===== src/rtl/seven_seg_scanner.sv =====
// Time-multiplexed N-digit common-anode scanner: shadow-registered hex word, one nibble per REFRESH_DIV-cycle slot.
// Outputs decode registered state only; load is visible 1 cycle later; no backpressure; `LEADING_ZERO_BLANK_EN darkens digits above the top nonzero nibble.
module seven_seg_scanner #(
  parameter int NUM_DIGITS  = 4,
  parameter int REFRESH_DIV = 100000
) (
  input  logic                          clk,
  input  logic                          rst,
  input  logic                          enable,
  input  logic                          load,
  input  logic [4*NUM_DIGITS-1:0]       value,
  input  logic [NUM_DIGITS-1:0]         dp_in,
  output logic [3:0]                    hex_out,
  output logic [NUM_DIGITS-1:0]         an,
  output logic                          dp_n,
  output logic [$clog2(NUM_DIGITS)-1:0] digit_idx
);

  localparam int CNT_W = $clog2(REFRESH_DIV);
  localparam int IDX_W = $clog2(NUM_DIGITS);
  localparam logic [CNT_W-1:0] CNT_LAST = CNT_W'(REFRESH_DIV - 1);
  localparam logic [CNT_W-1:0] CNT_ONE  = CNT_W'(1);
  localparam logic [IDX_W-1:0] IDX_LAST = IDX_W'(NUM_DIGITS - 1);
  localparam logic [IDX_W-1:0] IDX_ONE  = IDX_W'(1);

  logic [CNT_W-1:0]        cnt_q, cnt_d;
  logic [IDX_W-1:0]        idx_q, idx_d;
  logic [4*NUM_DIGITS-1:0] shadow_q, shadow_d;
  logic [NUM_DIGITS-1:0]   sdp_q, sdp_d;
  logic                    en_q;
  logic                    tick;
  logic                    lit;

  always_comb begin
    tick     = enable && (cnt_q == CNT_LAST);
    cnt_d    = cnt_q;
    idx_d    = idx_q;
    shadow_d = shadow_q;
    sdp_d    = sdp_q;
    if (enable) begin
      cnt_d = tick ? '0 : cnt_q + CNT_ONE;
    end
    if (tick) begin
      idx_d = (idx_q == IDX_LAST) ? '0 : idx_q + IDX_ONE;
    end
    if (load) begin
      shadow_d = value;
      sdp_d    = dp_in;
    end
  end

  always_ff @(posedge clk) begin
    if (rst) begin
      cnt_q    <= '0;
      idx_q    <= '0;
      shadow_q <= '0;
      sdp_q    <= '0;
    end else begin
      cnt_q    <= cnt_d;
      idx_q    <= idx_d;
      shadow_q <= shadow_d;
      sdp_q    <= sdp_d;
    end
  end

  // Enable is registered so the anode drive never sees a combinational input path.
  always_ff @(posedge clk) begin
    en_q <= enable;
  end

`ifdef LEADING_ZERO_BLANK_EN
  logic [IDX_W-1:0] msd;

  always_comb begin
    msd = '0;
    for (int k = 1; k < NUM_DIGITS; k++) begin
      if (shadow_q[4*k +: 4] != 4'h0) begin
        msd = IDX_W'(k);
      end
    end
  end

  assign lit = (idx_q <= msd);
`else
  assign lit = 1'b1;
`endif

  always_comb begin
    an = '1;
    if (en_q && lit) begin
      an[idx_q] = 1'b0;
    end
  end

  assign hex_out   = shadow_q[{idx_q, 2'b00} +: 4];
  assign dp_n      = ~(en_q && lit && sdp_q[idx_q]);
  assign digit_idx = idx_q;

endmodule

===== config.mk =====
export PLATFORM = sky130hd
export DESIGN_NAME = seven_seg_scanner
export DESIGN_NICKNAME = d
export VERILOG_FILES = /design/src/rtl/seven_seg_scanner.sv
export SDC_FILE = /design/constraint.sdc
export NUM_CORES = 1
export LEC_CHECK = 0
export ABC_AREA = 1
export ABC_CLOCK_PERIOD_IN_PS = 2200
export CAP_MARGIN = 40
export CORE_ASPECT_RATIO = 0.8
export CORE_MARGIN = 5
export CORE_UTILIZATION = 55
export DETAILED_ROUTE_END_ITERATION = 6
export PLACE_DENSITY = 0.83
export SYNTH_ARGS = -nofsm -noshare
export SYNTH_HDL_FRONTEND = slang
export SYNTH_SLANG_ARGS = --single-unit

===== constraint.sdc =====
create_clock -name clk -period 2.2 [get_ports clk]
set_input_delay 0.22 -clock clk [delete_from_list [all_inputs] [get_ports clk]]
set_output_delay 0.22 -clock clk [all_outputs]
set_load 0.02 [all_outputs]

# Yosys cells after proc, flatten, opt, wreduce, memory -nomap -nowiden
# Index checks and enable logic that the tools add are counted.
[word_totals]
register_bits = 40
latchBits = 0
ramBits = 0
mem_bits_ro = 0
output_inout_bits = 11
elab_cells = 24
memories = 0
[op_classes]
addsub = 2
n_mul = 0
div_mod_pow = 0
order_cmp = 2
n_eq_ne = 2
n_shift = 1
n_mux = 7
n_bitwise = 2
n_reduce_logical = 3
[op_table]
columns = ["cell", "count"]
rows = [
  ["$add A17 B1 Y17 const B", 1],
  ["$eq A17 B17 Y1 const B", 1],
  ["$mux W17", 1],
  ["$shiftx A16 B5 Y4", 1],
  ["$mux W4", 1],
  ["$not A4 Y4", 1],
  ["$logic_and A1 B1 Y1", 3],
  ["$lt A2 B3 Y1 const B", 1],
  ["$add A2 B1 Y2 const B", 1],
  ["$bmux W1 S2", 1],
  ["$demux W1 S2", 1],
  ["$eq A2 B2 Y1 const B", 1],
  ["$ge A2 B1 Y1 const B", 1],
  ["$mux W1", 2],
  ["$mux W2", 1],
  ["$not A1 Y1", 1],
]

# Logic depth before layout (Yosys ltp)
# Gate-level depths: netlist (run 1).
[logic_depth]
ltp_word = 6
ltp_mapped = 8

# Least setup slack after synthesis (run 1)
# OpenSTA, ideal clock, no wires.
[synth_timing]
path_type = "register -> output"
from = "register idx_q[0] (netlist: digit_idx[0])"
to = "output port hex_out[0]"
arrival_time_ps = 1263
t_required_ps = 1980
path_slack_ps = 717
stages_incl_launch_ff = 4
cell_sequence = "dfxtp_1 clkbuf_1 o21ai_0 o22ai_1"
[synth_via]
elab_chain_len = 1
[synth_rtl]
columns = ["element", "line_no", "text"]
rows = [
  ["start: declaration", "27", "logic [IDX_W-1:0] idx_q, idx_d;"],
  ["start signal: assignment", "60", "idx_q <= idx_d;"],
  ["$shiftx A16 B5 Y4", "95", "assign hex_out = shadow_q[{idx_q, 2'b00} +: 4];"],
  ["end: declaration", "13", "output logic [3:0] hex_out,"],
]
# Every way passes these cells.

# Final worst setup path (run 1)
# Same ends and word-level chain as after synthesis.

==> results of run 1 <==
## cell usage in the layout (no fill, tap or decap), drive strengths merged
master	netlist	layout
nor2	92	92
nand2	43	43
dfxtp	40	40
clkdlybuf4s50	0	34
o21ai	33	33
inv	22	22
nand3	18	18
clkbuf	9	7
o22ai	5	5
ha	5	5
a21oi	4	4
buf	1	4
xor2	3	3
nand4	2	2
nand3b	2	2
nor3	2	2
xnor2	1	1
bufinv	0	1
## logic make-up (layout without fill, tap and decap cells)
group | after synthesis | in the layout | synth area share
adder cells (fa/ha/maj) | 5 | 5 | 0.0327
flip-flops | 40 | 40 | 0.418
AO/OA/AOI/OAI | 42 | 42 | 0.113
XOR/XNOR | 4 | 4 | 0.0183
AND/OR/NAND/NOR | 159 | 159 | 0.354
buffers and inverters | 32 | 68 | 0.0634
## power by group through the flow
stage	sequential [mW]	combinational, mW	clock [mW]
2_1_floorplan	0.781	0.0673	0
3_3_place_gp	0.788	0.136	0
3_5_place_dp	0.787	0.139	0
4_1_cts	0.771	0.140	0.661
5_1_grt	0.775	0.155	0.702
6_report	0.772	0.139	0.659
## worst max path at each step
stage	start	end	slack, ns	depth (start not counted)
global route	digit_idx[0]	hex_out[0]	0.01	4
finish	digit_idx[0]	hex_out[0]	0.20	4
CTS	digit_idx[1]	an[0]	0.13	4
detailed placement	digit_idx[1]	an[0]	0.45	4
global placement	digit_idx[1]	an[0]	0.46	4
floorplan	digit_idx[0]	hex_out[0]	0.72	3
## metrics by stage
step	setup slack [ns]	total power, mW	utilization
after floorplan	0.717	0.848	-
after global placement	0.457	0.924	0.676
after detailed placement	0.452	0.926	0.676
after CTS	0.134	1.57	0.713
after global routing	0.0126	1.63	0.714
final	0.195	1.57	0.714
## state kept, by name, indices dropped and copies added, names as in the netlist
register and cells:
digit_idx 2, sdp_q 4, cnt_q 17, shadow_q 16, en_q 1
## layer usage
metal,track usage,wire length (um),vias up
met5,0,0,-
met4,0.0467,26,0
met3,0.0548,275,4
met2,0.288,1870,48
met1,0.294,2330,817
li1,-,-,965
## cell type report
cell class,instances,area share
repair buffers,38,0.153
well taps,42,0.0217
clock buffers,7,0.0397
clock inverters,1,0.0124
inverters,22,0.0340
multi-input cells,210,0.409
flip-flops and latches,40,0.331
## what timing repair did
action	4_1_cts	5_1_grt
endpoints found under the setup margin	0	2
hold buffers	0	0
resized for setup	0	1
## worst max-delay path, cell delays in order (launching register included)
cell and delay [ns]:
dfxtp_1 0.32, inv_1 0.27, o21ai_0 0.14, o22ai_1 0.14, clkdlybuf4s50_1 0.63
==> results.toml, run 1 <==
[sta]
fin_tns_setup_ns = 0
rsz0062_at_grt = "no"
period_share = 0.911
hold_viol = 0
skew_ns = 0.00669
slew_headroom = 0.638
setup_viol = 0
tightest_slew_ns = 0.542
fin_crit_ns = 2.00
max_freq_ghz = 0.499
drv_slew = 0
holdWs_ns = 0.506

[critical_path]
cp.required_ns = 1.98
path_max_fanout = 13
r2r_start = "cnt_q[0]"
rr_endpoint = "cnt_q[14]"
r2r_setup_slack_ns = 0.72
reg2regPathDepth = 6
critical_path_class = "reg -> out"
crit_path_end_kind = "primary output"
startpoint_type = "flop"
worstPathArrival_ns = 1.78

[synthesis]
syn_area_um2 = 1910
synth_most_common_cell = "nor2_1"
yosys-top-cells-count = "88 x nor2_1, 40 x dfxtp_1, 40 x nand2_1, 33 x o21ai_0, 22 x inv_1"
postSynthAreaPerCell_um2 = 6.79
synth_fp_nets = 311
yosysSeqAreaShare = 0.418
synth_ff_type = "dfxtp_1"
synth_top_cell_by_area = "dfxtp_1"
synthArstFlopShare = 0
yosys_warnings = 0
synthCells = 282
synth_top_area_share = 0.418
synth_edf_count = 0
ys_ff_latch = 40
synth_area_leaders = "dfxtp_1 42%, nor2_1 17%, o21ai_0 8.6%, nand2_1 7.8%, nand3_1 4.7%"
ys_types = 21

[placement]
dp_cells = 352
portBuffers = 34
dpl.hpwl_um = 3290
dpl-instance-area_um2 = 2300
gp_routability_congestion = 0.914

[floorplanning]
num_io_pins = 35
dieArea_um2 = 4770
start_util = 0.563
row_count = 19
fp.coreArea_um2 = 3400
die_w_um = 76.0
die_h_um = 62.8

[routing]
routed_via_density = 5.09
drtIter0Drc = 135
drc_errors = 0
routed_wl_um = 4500
firstDrtPassIters = 4
vias = 1834
wl_per_cell_um = 12.5
ant_nets = 0

[power]
power.share.switching = 0.218
p_seq_frac = 0.492
p_per_area_nw_per_um2 = 647
irDropWorstVdd_uv = 371
combPwrFrac = 0.088
cellLeakagePower_nw = 1.01
p_int_mw = 1.23
netSwitchingPower_uw = 342
p_clk_frac = 0.420

[finish]
n_fill_cell = 283
finalNonFillerCells = 360
fin_nets = 346
multi_input_area_um2 = 992
drive_gt1_frac = 0.0660
n_antenna_cell = 0
final_area_um2 = 2430
syn_to_final_growth_pct = 26.7
ff_latch_area_um2 = 802

[clock_tree]
post_cts_buffers = 0
cts_made_buffers = 5
path_clk_slew_ns = 0.08
tritoncts = "yes"
clock_sinks = 40
cts.root.buffer_cell = "clkbuf_8"
clk_path_buf_depth = 2
htreeDepth = 2
clock_latency_ns = 0.29

[grt]
grt_max_degree = 21
overflow = 0
antenna_found_initial = 0
grt_pass1_vias = 1715
grt_util_all_layers = 0.200
grt_pass1_wl_um = 7920

[hold_path]
hold_depth = 2
worstHoldStart = "sdp_q[2]"
hold_path_end = "sdp_q[2]"
hp-class = "reg -> reg"

[run_status]
outcome = "finished, final reports clean"

[run]
maxCapViolCount = 0
Note: power is estimated with default switching activity, not from simulation.
==> inputs of run 2 (changes only) <==
--- a/config.mk
+++ b/config.mk
@@ -13,6 +13,7 @@
 export CORE_UTILIZATION = 55
 export DETAILED_ROUTE_END_ITERATION = 6
 export PLACE_DENSITY = 0.83
+export RECOVER_POWER = 25
 export SYNTH_ARGS = -nofsm -noshare
 export SYNTH_HDL_FRONTEND = slang
 export SYNTH_SLANG_ARGS = --single-unit
==> run 2 against run 1 <==
Against the previous run:
- setup slack better by 0.0025 ns
- first-iteration DRC count is 3.7% higher
- sequential power hardly changed
- clock-buffer cell count stayed put
- cell area is 0.31% lower
- combinational power hardly changed
- cell count stayed put
==> results.toml, run 2 (synthesis results as in run 1) <==
[critical_path]
cp_slowest_stage_delay_ns = 0.63
critPathBufInv = 2
cp.required_ns = 1.98
critical_path_depth = 4
cp_top_family = "buffers and inverters"
crit_path_end_kind = "primary output"
reg2regPathDepth = 6
crit_chain = "inv_1, o21ai_0, o22ai_1, clkdlybuf4s50_1"
path_max_fanout = 13
worstPathArrival_ns = 1.78
startpoint_type = "flop"
critical_path_class = "reg -> out"
crit_slowest_cell = "clkdlybuf4s50_1"

[hold_path]
hold_depth = 2
hp-class = "reg -> reg"

[routing]
ant_nets = 0
drc_errors = 0
wl_per_cell_um = 12.4
firstDrtPassIters = 5
vias = 1837
routed_wl_um = 4480
drtIter0Drc = 140
routed_via_density = 5.10

[finish]
syn_to_final_growth_pct = 26.3
layout_common_cells = "88 x nor2_1, 40 x nand2_1, 39 x dfxtp_1, 33 x o21ai_0, 32 x clkdlybuf4s50_1"
largest_register_ffs = 17
final_common_cell = "nor2_1"
fin_nets = 346
largestRegisters = "cnt_q x17, shadow_q x16, sdp_q x4"
top_register = "cnt_q"
n_antenna_cell = 0
drive_gt1_frac = 0.0597

[clock_tree]
cts_made_buffers = 5
cts.root.buffer_cell = "clkbuf_8"
clock_sinks = 40
tritoncts = "yes"
clock_latency_ns = 0.29
htreeDepth = 2
path_clk_slew_ns = 0.08
clk_path_buf_depth = 2

[floorplanning]
row_count = 19
die_h_um = 62.8
die_w_um = 76.0
fp.coreArea_um2 = 3400
num_io_pins = 35
dieArea_um2 = 4770
start_util = 0.563

[grt]
grt_pass1_vias = 1715
grtUsageMet3 = 0.0548
grt-busiest-layer = "met1"
overflow = 0
use_met2 = 0.288
grt_pass1_wl_um = 7920
antenna_found_initial = 0
grt_util_all_layers = 0.200
grt_util_met1 = 0.294
grt_max_degree = 21

[sta]
fin_crit_ns = 2.00
period_share = 0.910
drv_slew = 0
max_freq_ghz = 0.499
setup_viol = 0
skew_ns = 0.00727
hold_viol = 0
tightest_slew_ns = 0.613
slew_headroom = 0.591
rsz0062_at_grt = "no"
fin_tns_setup_ns = 0

[power]
power.share.switching = 0.216
p_seq_frac = 0.494
netSwitchingPower_uw = 337
p_per_area_nw_per_um2 = 646
irDropWorstVdd_uv = 370
combPwrFrac = 0.087
power_mw = 1.56
p_clk_frac = 0.418
cellLeakagePower_nw = 1.00
p_int_mw = 1.23

[placement]
dpl.hpwl_um = 3290
gp_routability_congestion = 0.914
portBuffers = 34

[run_status]
outcome = "finished, final reports clean"

[run]
maxCapViolCount = 0
-- run 2: cell types whose count changed in the layout (fill, tap and decap cells not counted), sizes merged --
cell           delta
buf               -2
clkbuf            +2
clkdlybuf4s50     -2
dlygate4sd3       +2
-- run 2: worst min-delay path, cell delays in order (launching register included) --
cell	delay [ns]
dfxtp_1	0.33
o21ai_0	0.07
nor2_1	0.07
-- run 2: final cells by class --
| class | count | area (um2) |
|---|---|---|
| clock buffers | 7 | 96.3 |
| clock inverters | 1 | 30.0 |
| flip-flops and latches | 40 | 802 |
| repair buffers | 38 | 363 |
| multi-input cells | 210 | 992 |
| inverters | 22 | 82.6 |
| fillers | 285 | 981 |
| well taps | 42 | 52.6 |
-- run 2: worst paths after layout --
| path | from | endpoint | slack [ns] |
|---|---|---|---|
| setup / recovery | digit_idx[0] | hex_out[0] | 0.20 |
| hold / removal | sdp_q[2] | sdp_q[2] | 0.51 |
| setup reg to reg | cnt_q[0] | cnt_q[14] | 0.73 |
| hold reg to reg | sdp_q[2] | sdp_q[2] | 0.51 |
-- run 2: power groups by stage --
stage	sequential [mW]	clock (mW)	combinational [mW]
global route	0.775	0.702	0.153
detailed placement	0.787	0	0.139
CTS	0.771	0.661	0.140
finish	0.772	0.654	0.137
global placement	0.788	0	0.136
floorplan	0.781	0	0.0673
-- run 2: what timing repair did --
action,in CTS,in global routing
endpoints found under the setup margin,0,2
hold buffers,0,0
buffers inserted,0,0
gates resized for setup,0,1
-- run 2: per-stage QoR --
step                       util  hold slack (ns)  cells  setup WS, ns  cell area (um2)
final                     0.711            0.505    360         0.198             2420
after global placement    0.676            0.479    352         0.457             2300
after CTS                 0.713            0.503    360         0.134             2420
after detailed placement  0.676            0.480    352         0.452             2300
after global routing      0.711            0.515    360        0.0126             2420
after floorplan               -            0.248    282         0.717             1910
-- run 2: routing by layer --
metal  up-vias  part of all wire
li1        966                 -
met1       821              0.51
met2        46              0.42
met3         4             0.066
met4         0            0.0051
met5         -                 0
